$ cat config.mk
export PLATFORM = sky130hd
export DESIGN_NAME = if_fetch_flat
export DESIGN_NICKNAME = d
export VERILOG_FILES = /design/src/rtl/if_fetch_if.sv /design/src/rtl/if_fetch.sv /design/src/flat_wrapper.sv
export SDC_FILE = /design/constraint.sdc
export NUM_CORES = 1
export LEC_CHECK = 0
export CORE_MARGIN = 3
export CORE_UTILIZATION = 45
export DETAILED_ROUTE_END_ITERATION = 8
export PLACE_DENSITY = 0.7
export SETUP_SLACK_MARGIN = 0.1
export SLEW_MARGIN = 30
export SYNTH_ARGS = -nofsm -noshare
export SYNTH_HDL_FRONTEND = slang
export SYNTH_SLANG_ARGS = --single-unit
$ cat constraint.sdc
create_clock -name clk -period 7.81 [get_ports clk]
set_input_delay 0.781 -clock clk [delete_from_list [all_inputs] [get_ports clk]]
set_output_delay 0.781 -clock clk [all_outputs]
set_load 0.005 [all_outputs]
$ cat src/rtl/if_fetch_if.sv
// Instruction-memory request/response bus between the fetch unit and imem.
// The fetch unit drives requests (master); the memory returns in-order responses (slave).
interface if_fetch_if;
  logic        imem_req_valid;
  logic [31:0] imem_req_addr;
  logic        imem_req_ready;
  logic        imem_rsp_valid;
  logic [31:0] imem_rsp_data;

  modport master (
    output imem_req_valid,
    output imem_req_addr,
    input  imem_req_ready,
    input  imem_rsp_valid,
    input  imem_rsp_data
  );

  modport slave (
    input  imem_req_valid,
    input  imem_req_addr,
    output imem_req_ready,
    output imem_rsp_valid,
    output imem_rsp_data
  );
endinterface

$ cat src/rtl/if_fetch.sv
// Instruction fetch: credit-limited imem requests, in-order response queue toward decode,
// redirect flushes the queue and discards responses still owed from the old path.
module if_fetch #(
  parameter int          QDEPTH   = 2,
  parameter logic [31:0] RESET_PC = 32'h0
) (
  input  logic        clk,
  input  logic        reset,
  input  logic        redirect_en,
  input  logic [31:0] redirect_pc,
  if_fetch_if.master  imem,
  output logic        instr_valid,
  output logic [31:0] instr,
  output logic [31:0] instr_pc,
  input  logic        instr_ready
);
  localparam int          CW       = $clog2(QDEPTH + 1);
  localparam int          PW       = $clog2(QDEPTH);
  localparam logic [CW:0] QDEPTH_W = (CW + 1)'(QDEPTH);

  logic [31:0]   fetch_pc_reg, fetch_pc_next;
  logic [CW-1:0] count_reg, count_next;
  logic [CW-1:0] inflight_reg, inflight_next;
  logic [CW-1:0] drop_reg, drop_next;
  logic [PW-1:0] q_wr_ptr_reg, q_wr_ptr_next;
  logic [PW-1:0] q_rd_ptr_reg, q_rd_ptr_next;
  logic [PW-1:0] pend_wr_ptr_reg, pend_wr_ptr_next;
  logic [PW-1:0] pend_rd_ptr_reg, pend_rd_ptr_next;

  logic [31:0]   q_pc_reg    [QDEPTH];
  logic [31:0]   q_instr_reg [QDEPTH];
  logic [31:0]   pend_pc_reg [QDEPTH];

  logic [CW:0]   credit_used;
  logic          req_fire;
  logic          rsp_fire;
  logic          push;
  logic          pop;
  logic          unused_redirect_lsbs;

  assign unused_redirect_lsbs = ^redirect_pc[1:0];

  // Queued entries plus requests still owed a response may never exceed the queue size.
  assign credit_used         = {1'b0, count_reg} + {1'b0, inflight_reg};
  assign imem.imem_req_valid = ~reset & (credit_used < QDEPTH_W);
  assign imem.imem_req_addr  = fetch_pc_reg;

  assign instr_valid = ~reset & (count_reg != '0);
  assign instr       = instr_valid ? q_instr_reg[q_rd_ptr_reg] : 32'h0;
  assign instr_pc    = instr_valid ? q_pc_reg[q_rd_ptr_reg]    : 32'h0;

  assign req_fire = imem.imem_req_valid & imem.imem_req_ready;
  assign rsp_fire = imem.imem_rsp_valid;
  assign pop      = instr_valid & instr_ready;
  assign push     = rsp_fire & (drop_reg == '0) & ~redirect_en;

  always_comb begin
    fetch_pc_next    = fetch_pc_reg;
    inflight_next    = inflight_reg + CW'(req_fire) - CW'(rsp_fire);
    drop_next        = drop_reg - CW'(rsp_fire && (drop_reg != '0));
    count_next       = count_reg + CW'(push) - CW'(pop);
    q_wr_ptr_next    = q_wr_ptr_reg + PW'(push);
    q_rd_ptr_next    = q_rd_ptr_reg + PW'(pop);
    pend_wr_ptr_next = pend_wr_ptr_reg + PW'(req_fire);
    pend_rd_ptr_next = pend_rd_ptr_reg + PW'(rsp_fire);

    if (req_fire) begin
      fetch_pc_next = fetch_pc_reg + 32'd4;
    end

    // Every request still outstanding after this cycle belongs to the old path.
    if (redirect_en) begin
      fetch_pc_next = {redirect_pc[31:2], 2'b00};
      count_next    = '0;
      q_wr_ptr_next = '0;
      q_rd_ptr_next = '0;
      drop_next     = inflight_next;
    end
  end

  always_ff @(posedge clk) begin
    if (reset) begin
      fetch_pc_reg    <= RESET_PC;
      count_reg       <= '0;
      inflight_reg    <= '0;
      drop_reg        <= '0;
      q_wr_ptr_reg    <= '0;
      q_rd_ptr_reg    <= '0;
      pend_wr_ptr_reg <= '0;
      pend_rd_ptr_reg <= '0;
    end else begin
      fetch_pc_reg    <= fetch_pc_next;
      count_reg       <= count_next;
      inflight_reg    <= inflight_next;
      drop_reg        <= drop_next;
      q_wr_ptr_reg    <= q_wr_ptr_next;
      q_rd_ptr_reg    <= q_rd_ptr_next;
      pend_wr_ptr_reg <= pend_wr_ptr_next;
      pend_rd_ptr_reg <= pend_rd_ptr_next;
    end
  end

  // Storage is data-only; validity is tracked by the counters and pointers above.
  for (genvar gi = 0; gi < QDEPTH; gi++) begin : g_entry
    always_ff @(posedge clk) begin
      if (push && (q_wr_ptr_reg == PW'(gi))) begin
        q_pc_reg[gi]    <= pend_pc_reg[pend_rd_ptr_reg];
        q_instr_reg[gi] <= imem.imem_rsp_data;
      end
      if (req_fire && (pend_wr_ptr_reg == PW'(gi))) begin
        pend_pc_reg[gi] <= fetch_pc_reg;
      end
    end
  end

endmodule

$ cat src/flat_wrapper.sv
// flat-port wrapper written by rule: the top's interface ports become plain ports
module if_fetch_flat 
#(
  parameter int          QDEPTH   = 2,
  parameter logic [31:0] RESET_PC = 32'h0
)
  (clk, reset, redirect_en, redirect_pc, instr_valid, instr, instr_pc, instr_ready, imem_imem_req_valid, imem_imem_req_addr, imem_imem_req_ready, imem_imem_rsp_valid, imem_imem_rsp_data);
  if_fetch_if imem_i ();
  input  logic clk;
  input  logic reset;
  input  logic redirect_en;
  input  logic [31:0] redirect_pc;
  output logic instr_valid;
  output logic [31:0] instr;
  output logic [31:0] instr_pc;
  input  logic instr_ready;
  output wire logic [$bits(imem_i.imem_req_valid)-1:0] imem_imem_req_valid;
  output wire logic [$bits(imem_i.imem_req_addr)-1:0] imem_imem_req_addr;
  input wire logic [$bits(imem_i.imem_req_ready)-1:0] imem_imem_req_ready;
  input wire logic [$bits(imem_i.imem_rsp_valid)-1:0] imem_imem_rsp_valid;
  input wire logic [$bits(imem_i.imem_rsp_data)-1:0] imem_imem_rsp_data;
  assign imem_imem_req_valid = imem_i.imem_req_valid;
  assign imem_imem_req_addr = imem_i.imem_req_addr;
  assign imem_i.imem_req_ready = imem_imem_req_ready;
  assign imem_i.imem_rsp_valid = imem_imem_rsp_valid;
  assign imem_i.imem_rsp_data = imem_imem_rsp_data;
  if_fetch #(.QDEPTH(QDEPTH), .RESET_PC(RESET_PC)) u_core (.clk(clk), .reset(reset), .redirect_en(redirect_en), .redirect_pc(redirect_pc), .imem(imem_i), .instr_valid(instr_valid), .instr(instr), .instr_pc(instr_pc), .instr_ready(instr_ready));
endmodule
# Yosys cells after proc, flatten, opt, wreduce, memory -nomap -nowiden

Memory sizes are Yosys's and may differ from the RTL's. A register that Yosys moved wholly into a read port is not among the register bits.
Cells that the tools add are included.

Div/mod/pow operators: 0
$add $sub $neg: 11
Multiplexer cells: 25
Magnitude comparators: 1
$mul: 0
Shifts and indexed selects: 0
Equality and inequality tests: 0
Reduce and logical (&&, ||, !) cells: 13
Bitwise operators: 10

Operator list:

| operator                                                                     | count |
|---|---|
| 32-bit two-way mux                                                           | 7 |
| 32-bit OR reduction                                                          | 3 |
| 32-bit by 3-bit adder with 32-bit output, second input constant              | 1 |
| 1-bit two-way mux                                                            | 17 |
| 1-bit AND                                                                    | 6 |
| 2-bit nonzero test                                                           | 3 |
| 2-bit by 1-bit subtractor with 2-bit output                                  | 3 |
| 1-bit logical AND                                                            | 5 |
| 1-bit adder                                                                  | 4 |
| 2-bit by 1-bit adder with 2-bit output                                       | 2 |
| 1-bit inverter                                                               | 4 |
| 2-bit by 2-bit adder with 3-bit output                                       | 1 |
| 3-bit by 2-bit less-than comparator with 1-bit output, second input constant | 1 |
| 2-bit logical NOT                                                            | 1 |
| 2-bit two-way mux                                                            | 1 |
| 2-bit OR reduction                                                           | 1 |

Memories kept: 3
Input port bits: 70
Latch bits: 0
Register bits after elaboration: 42
Word-level logic and storage cells: 72
Memory bits (read-only): 0
RAM bits: 192
Output and inout bits: 98

Memory list:

| name               | words | bits a word | rd ports | clocked after Yosys merged registers in | write ports | RTL line       | text |
|---|---|---|---|---|---|---|---|
| u_core.pend_pc_reg | 2     | 32          | 1        | 1                                       | 1           | if_fetch.sv:32 | `logic [31:0] pend_pc_reg [QDEPTH];` |
| u_core.q_instr_reg | 2     | 32          | 1        | 1                                       | 1           | if_fetch.sv:31 | `logic [31:0] q_instr_reg [QDEPTH];` |
| u_core.q_pc_reg    | 2     | 32          | 1        | 1                                       | 1           | if_fetch.sv:30 | `logic [31:0] q_pc_reg [QDEPTH];` |

# Logic depth before layout (Yosys ltp)

Depth after elaboration: 9
Gate-level depth with buffers: 11
Gate-level depth less buffers: 9

# Worst setup path after synthesis

Ideal clock, no wire load.

Path kind: in2reg
Start: input redirect_en
End: memory u_core.q_instr_reg[1][0], enable pin
Data required time: 7.383 ns
Setup slack: 4.389 ns
Stages: 3
Setup time: 0.427 ns
Arrival time: 2.994 ns
Buffers on the path: 1
Path through: clkbuf_1 > nor4b_1 > ha_1

Cells in the longest elaborated chain, start to end: 7
Elaborated cells on any way between the ends: 11
Classes of those cells: mux: 6; bitwise: 2; reduce/logical: 3

Ends and longest elaborated chain:

| element                                 | RTL line           | text |
|---|---|---|
| from (decl)                             | flat_wrapper.sv:11 | `input logic redirect_en;` |
| 1-bit inverter *                        | if_fetch.sv:55     | `assign push = rsp_fire & (drop_reg == '0) & ~redirect_en;` |
| 1-bit AND *                             | if_fetch.sv:55     |  |
| 1-bit logical AND                       | if_fetch.sv:106    | `if (push && (q_wr_ptr_reg == PW'(gi))) begin` |
| 1-bit two-way mux                       | if_fetch.sv:106    |  |
| 1-bit two-way mux (not written as such) | if_fetch.sv:108    | `q_instr_reg[gi] <= imem.imem_rsp_data;` |
| 32-bit OR reduction (no source line)    | --                 |  |
| 1-bit two-way mux (no source line)      | --                 |  |
| to (decl)                               | if_fetch.sv:31     |  |

Mark *: on every way between the ends. The rest lies on a longest branch, timed or not.

# Worst setup path after layout

Start: input reset
End: output instr_pc[19]

Cells in the longest elaborated chain, start to end: 3

Ends and longest elaborated chain:

| element            | RTL line           | text |
|---|---|---|
| from (decl)        | flat_wrapper.sv:10 | `input logic reset;` |
| 1-bit inverter     | if_fetch.sv:48     | `assign instr_valid = ~reset & (count_reg != '0);` |
| 1-bit AND          | if_fetch.sv:48     |  |
| 32-bit two-way mux | if_fetch.sv:50     | `assign instr_pc = instr_valid ? q_pc_reg[q_rd_ptr_reg] : 32'h0;` |
| to (decl)          | flat_wrapper.sv:15 | `output logic [31:0] instr_pc;` |

Every way passes these cells.

==> key figures <==
Critical path
  • Critical Path, Cell by Cell: clkdlybuf4s50_1 > buf_4 > o21bai_4 > buf_4 > nor2_1 > clkdlybuf4s50_1
  • Crit path max fanout: 39
  • FF-to-FF Start: u_core.count_reg[0]$_SDFF_PP0_
  • Worst path slowest cell: buf_4
  • CP max stage delay: 0.50 ns
  • WP data arrival: 3.16 ns
  • Setup CP Type: primary input to output port
  • Critical path required time: 7.03 ns
  • Startpoint types: primary input
  • CP endpoint kind: output port
  • Crit path launch: reset

Die
  • I/O Pins: 168
  • Die height: 148.3 um
  • Core Rows: 51
  • Overall die width: 148.3 um
  • CORE AREA: 0.01965 mm2
  • Starting Density: 46.34%
  • Die Area: 0.02198 mm2

Yosys
  • Post-synthesis cell area: 0.009107 mm2
  • Number of enable flip-flop cells after synthesis: 184
  • Most common flop cell mapped by yosys: edfxtp_1
  • Avg Inst Size Synth: 14.21 um2
  • Cell variety after synth: 45
  • Asr flop ratio synth: 0%
  • Share of the yosys chip area belonging to registers: 69.46%
  • Synthesized netlist cell count: 641
  • Seq cells post-synth: 224
  • Synth Warn #: 0

Layout
  • Footprint of the multi-input gates: 0.002614 mm2
  • Max reg flops: 64
  • Layout fillers: 1579
  • Layout cells sized above 1: 10.10%
  • Finished Layout Cells: 1077
  • Fin nets: 875
  • Layout area overhead: 29.61%
  • Inserted Diodes: 0
  • Fin area: 0.01180 mm2
  • Register area: 0.006330 mm2

GRT
  • Initial antenna violation count: 0
  • Vias in the first global route: 5825
  • Gr usage total: 17.46%
  • First-pass GRT wire length: 30.65 mm
  • Busiest grt layer: met2
  • Largest net degree at the start of global routing: 63
  • Met3 Track Usage GR: 3.595%
  • GRT overflow: 0
  • Met1 Usage GRT: 22.69%
  • M2 GR Usage: 29.71%

Clock tree
  • Total CTS buffers: 22
  • Clock Tree Buf Depth: 3
  • Clock latency at the later pin of the worst-skew pair: 0.51 ns
  • Post-cts sizing count: 0
  • Clock transition at path regs: 0.06 ns
  • Clk root buf: clkbuf_16
  • CTS H-tree lvls: 1
  • Setup Buffers After CTS: 0
  • CTS sink cnt: 224
  • CTS tree: done
  • Hold-fix buffers at CTS: 0

Route
  • Drt via density: 5.362
  • Initial DRC count: 387
  • # DRC: 0
  • Via count: 5775
  • First drt pass iteration count: 5
  • WL final: 19.46 mm
  • Routed Antenna Nets: 0
  • Routed WL per cell: 18.07 um

STA
  • Fin. max-slew vios: 0
  • Final Setup Violations: 0
  • Fmax: 0.2539 GHz
  • Pin slew with the least headroom to its limit: 0.9445 ns
  • RSZ-0062 raised after global routing: false
  • Setup TNS: 0 ns
  • Slew headroom: 37.03%
  • Clock skew: 0.02384 ns
  • Hold Vio Cnt, Final: 0
  • Min Tclk post-route: 3.938 ns
  • Fin crit share: 50.43%

Status
  • Status: completed

Power and ir drop
  • Pwr dens: 232.1 mW/mm2
  • Pleak: 0.003765 uW
  • Peak supply drop: 176.7 uV

Worst hold path
  • Worst hold-check path type: flop to flop
  • Hold path start: u_core.imem.imem_req_addr[20]$_SDFFE_PP0P_

Run
  • Max Cap Viol: 0

Placed design
  • Hpwl dp: 12.55 mm
  • # port buffers: 161
  • Placed inst area: 0.01100 mm2
  • Gpl congestion: 0.8732
  • DP Cell Count: 1035
## worst max-delay path: cells and delay by family
kind	cells	cell delay (ns)
compound gates	1	0.42
buf+inv	4	1.83
simple gates	1	0.11
## metal layers
| layer | vias up | share of wire (%) |
|---|---|---|
| met2 | 236 | 48 |
| li1 | 2730 | - |
| met3 | 36 | 6.6 |
| met1 | 2773 | 43 |
| met5 | - | 0 |
| met4 | 0 | 2.2 |
## where the power goes
group	leakage, uW	internal, uW	switching (uW)
logic	0.00138	119	111
registers	0.00202	1370	40.5
clock network	0.000366	672	427
total	0.00377	2160	578
## cells in the mapped netlist, types with 2 or more instances
cell type  count  area [um2]
edfxtp_1     184        5525
nor2_1       102       382.9
mux2i_1       62       620.6
dfxtp_1       40       800.8
mux2_2        30       337.8
clkbuf_1      25       93.84
a311oi_1      19       166.4
or4_1         15       112.6
nand2_1       13       48.80
nand3_1       13       65.06
inv_1         12       45.04
buf_1         11       41.29
o31ai_1       11       82.58
nand4_1        9       56.30
or3_1          9       56.30
ha_1           8       100.1
a211oi_1       7       52.55
xnor2_1        7       61.31
xor2_1         7       61.31
nor3_1         6       30.03
o21ai_0        6       30.03
and3_1         5       31.28
buf_4          4       30.03
a2111oi_0      3       26.28
and2_1         3       18.77
and4_1         3       26.28
nor4_1         3       18.77
o21a_1         3       22.52
a21oi_1        2       10.01
a2bb2oi_1      2       17.52
buf_2          2       10.01
or2_2          2       12.51
## stage by stage
step                utilization (%)  worst slack [ns]  power [uW]  hold slack [ns]
finish                        60.06             3.872        2740           0.5450
global route                  60.06             3.673        2841           0.5570
CTS                           59.85             3.840        2767           0.5494
detailed placement            55.98             3.615        1667           0.5455
global placement              55.84             3.784        1651           0.5338
floorplan                         -             4.389        1545           0.4998
## kinds of logic after synthesis
family	count (synthesis)	share of synthesized area, %
flops	224	69.46
simple gates	188	9.905
mux	92	10.52
compound gates	58	4.946
buf+inv	55	2.459
xor+xnor	14	1.346
fa+ha+maj	9	1.319
other cells	1	0.04117
## final timing paths
path         depth (start not counted)                                          to  slack (ns)
max reg2reg                          9  u_core.imem.imem_req_addr[28]$_SDFFE_PP0P_        4.39
min reg2reg                          0         u_core.pend_pc_reg[1][20]$_DFFE_PP_        0.54
max                                  6                                instr_pc[19]        3.87
min                                  0         u_core.pend_pc_reg[1][20]$_DFFE_PP_        0.54
## cells in the final DEF (no fill, tap or decap), types with 2 or more instances in the layout
| cell | netlist | final |
|---|---|---|
| xor2_1 | 7 | 7 |
| conb_1 | 1 | 4 |
| buf_4 | 4 | 7 |
| clkbuf_16 | 0 | 23 |
| mux2i_1 | 62 | 62 |
| and4_1 | 3 | 3 |
| o21ai_0 | 6 | 6 |
| ha_1 | 8 | 6 |
| and3_1 | 5 | 5 |
| bufinv_16 | 0 | 4 |
| a211oi_1 | 7 | 7 |
| or3_1 | 9 | 9 |
| ha_4 | 0 | 2 |
| dfxtp_1 | 40 | 39 |
| o21a_1 | 3 | 3 |
| or2_2 | 2 | 2 |
| nand4_1 | 9 | 9 |
| nand3_1 | 13 | 13 |
| or4_1 | 15 | 15 |
| a2bb2oi_1 | 2 | 2 |
| xnor2_1 | 7 | 7 |
| a21oi_1 | 2 | 2 |
| clkbuf_1 | 25 | 4 |
| edfxtp_1 | 184 | 184 |
| clkinv_2 | 0 | 3 |
| and2_1 | 3 | 3 |
| a311oi_1 | 19 | 19 |
| nand2_1 | 13 | 13 |
| nor4_1 | 3 | 3 |
| o31ai_1 | 11 | 11 |
| mux2_2 | 30 | 30 |
| clkinvlp_4 | 0 | 2 |
| nor3_1 | 6 | 6 |
| buf_16 | 0 | 2 |
| clkinv_1 | 0 | 3 |
| a2111oi_0 | 3 | 3 |
| inv_1 | 12 | 12 |
| nor2_1 | 102 | 101 |
| clkdlybuf4s50_1 | 0 | 161 |
## layout make-up
type,count,area share [%]
clock buffer,27,5.003
clock inverter,13,1.442
inverter,13,0.4134
multi-input combinational,365,22.14
sequential,224,53.63
tap,265,2.809
timing repair buffer,170,14.56
No activity file was read; power rests on OpenSTA's default activity.
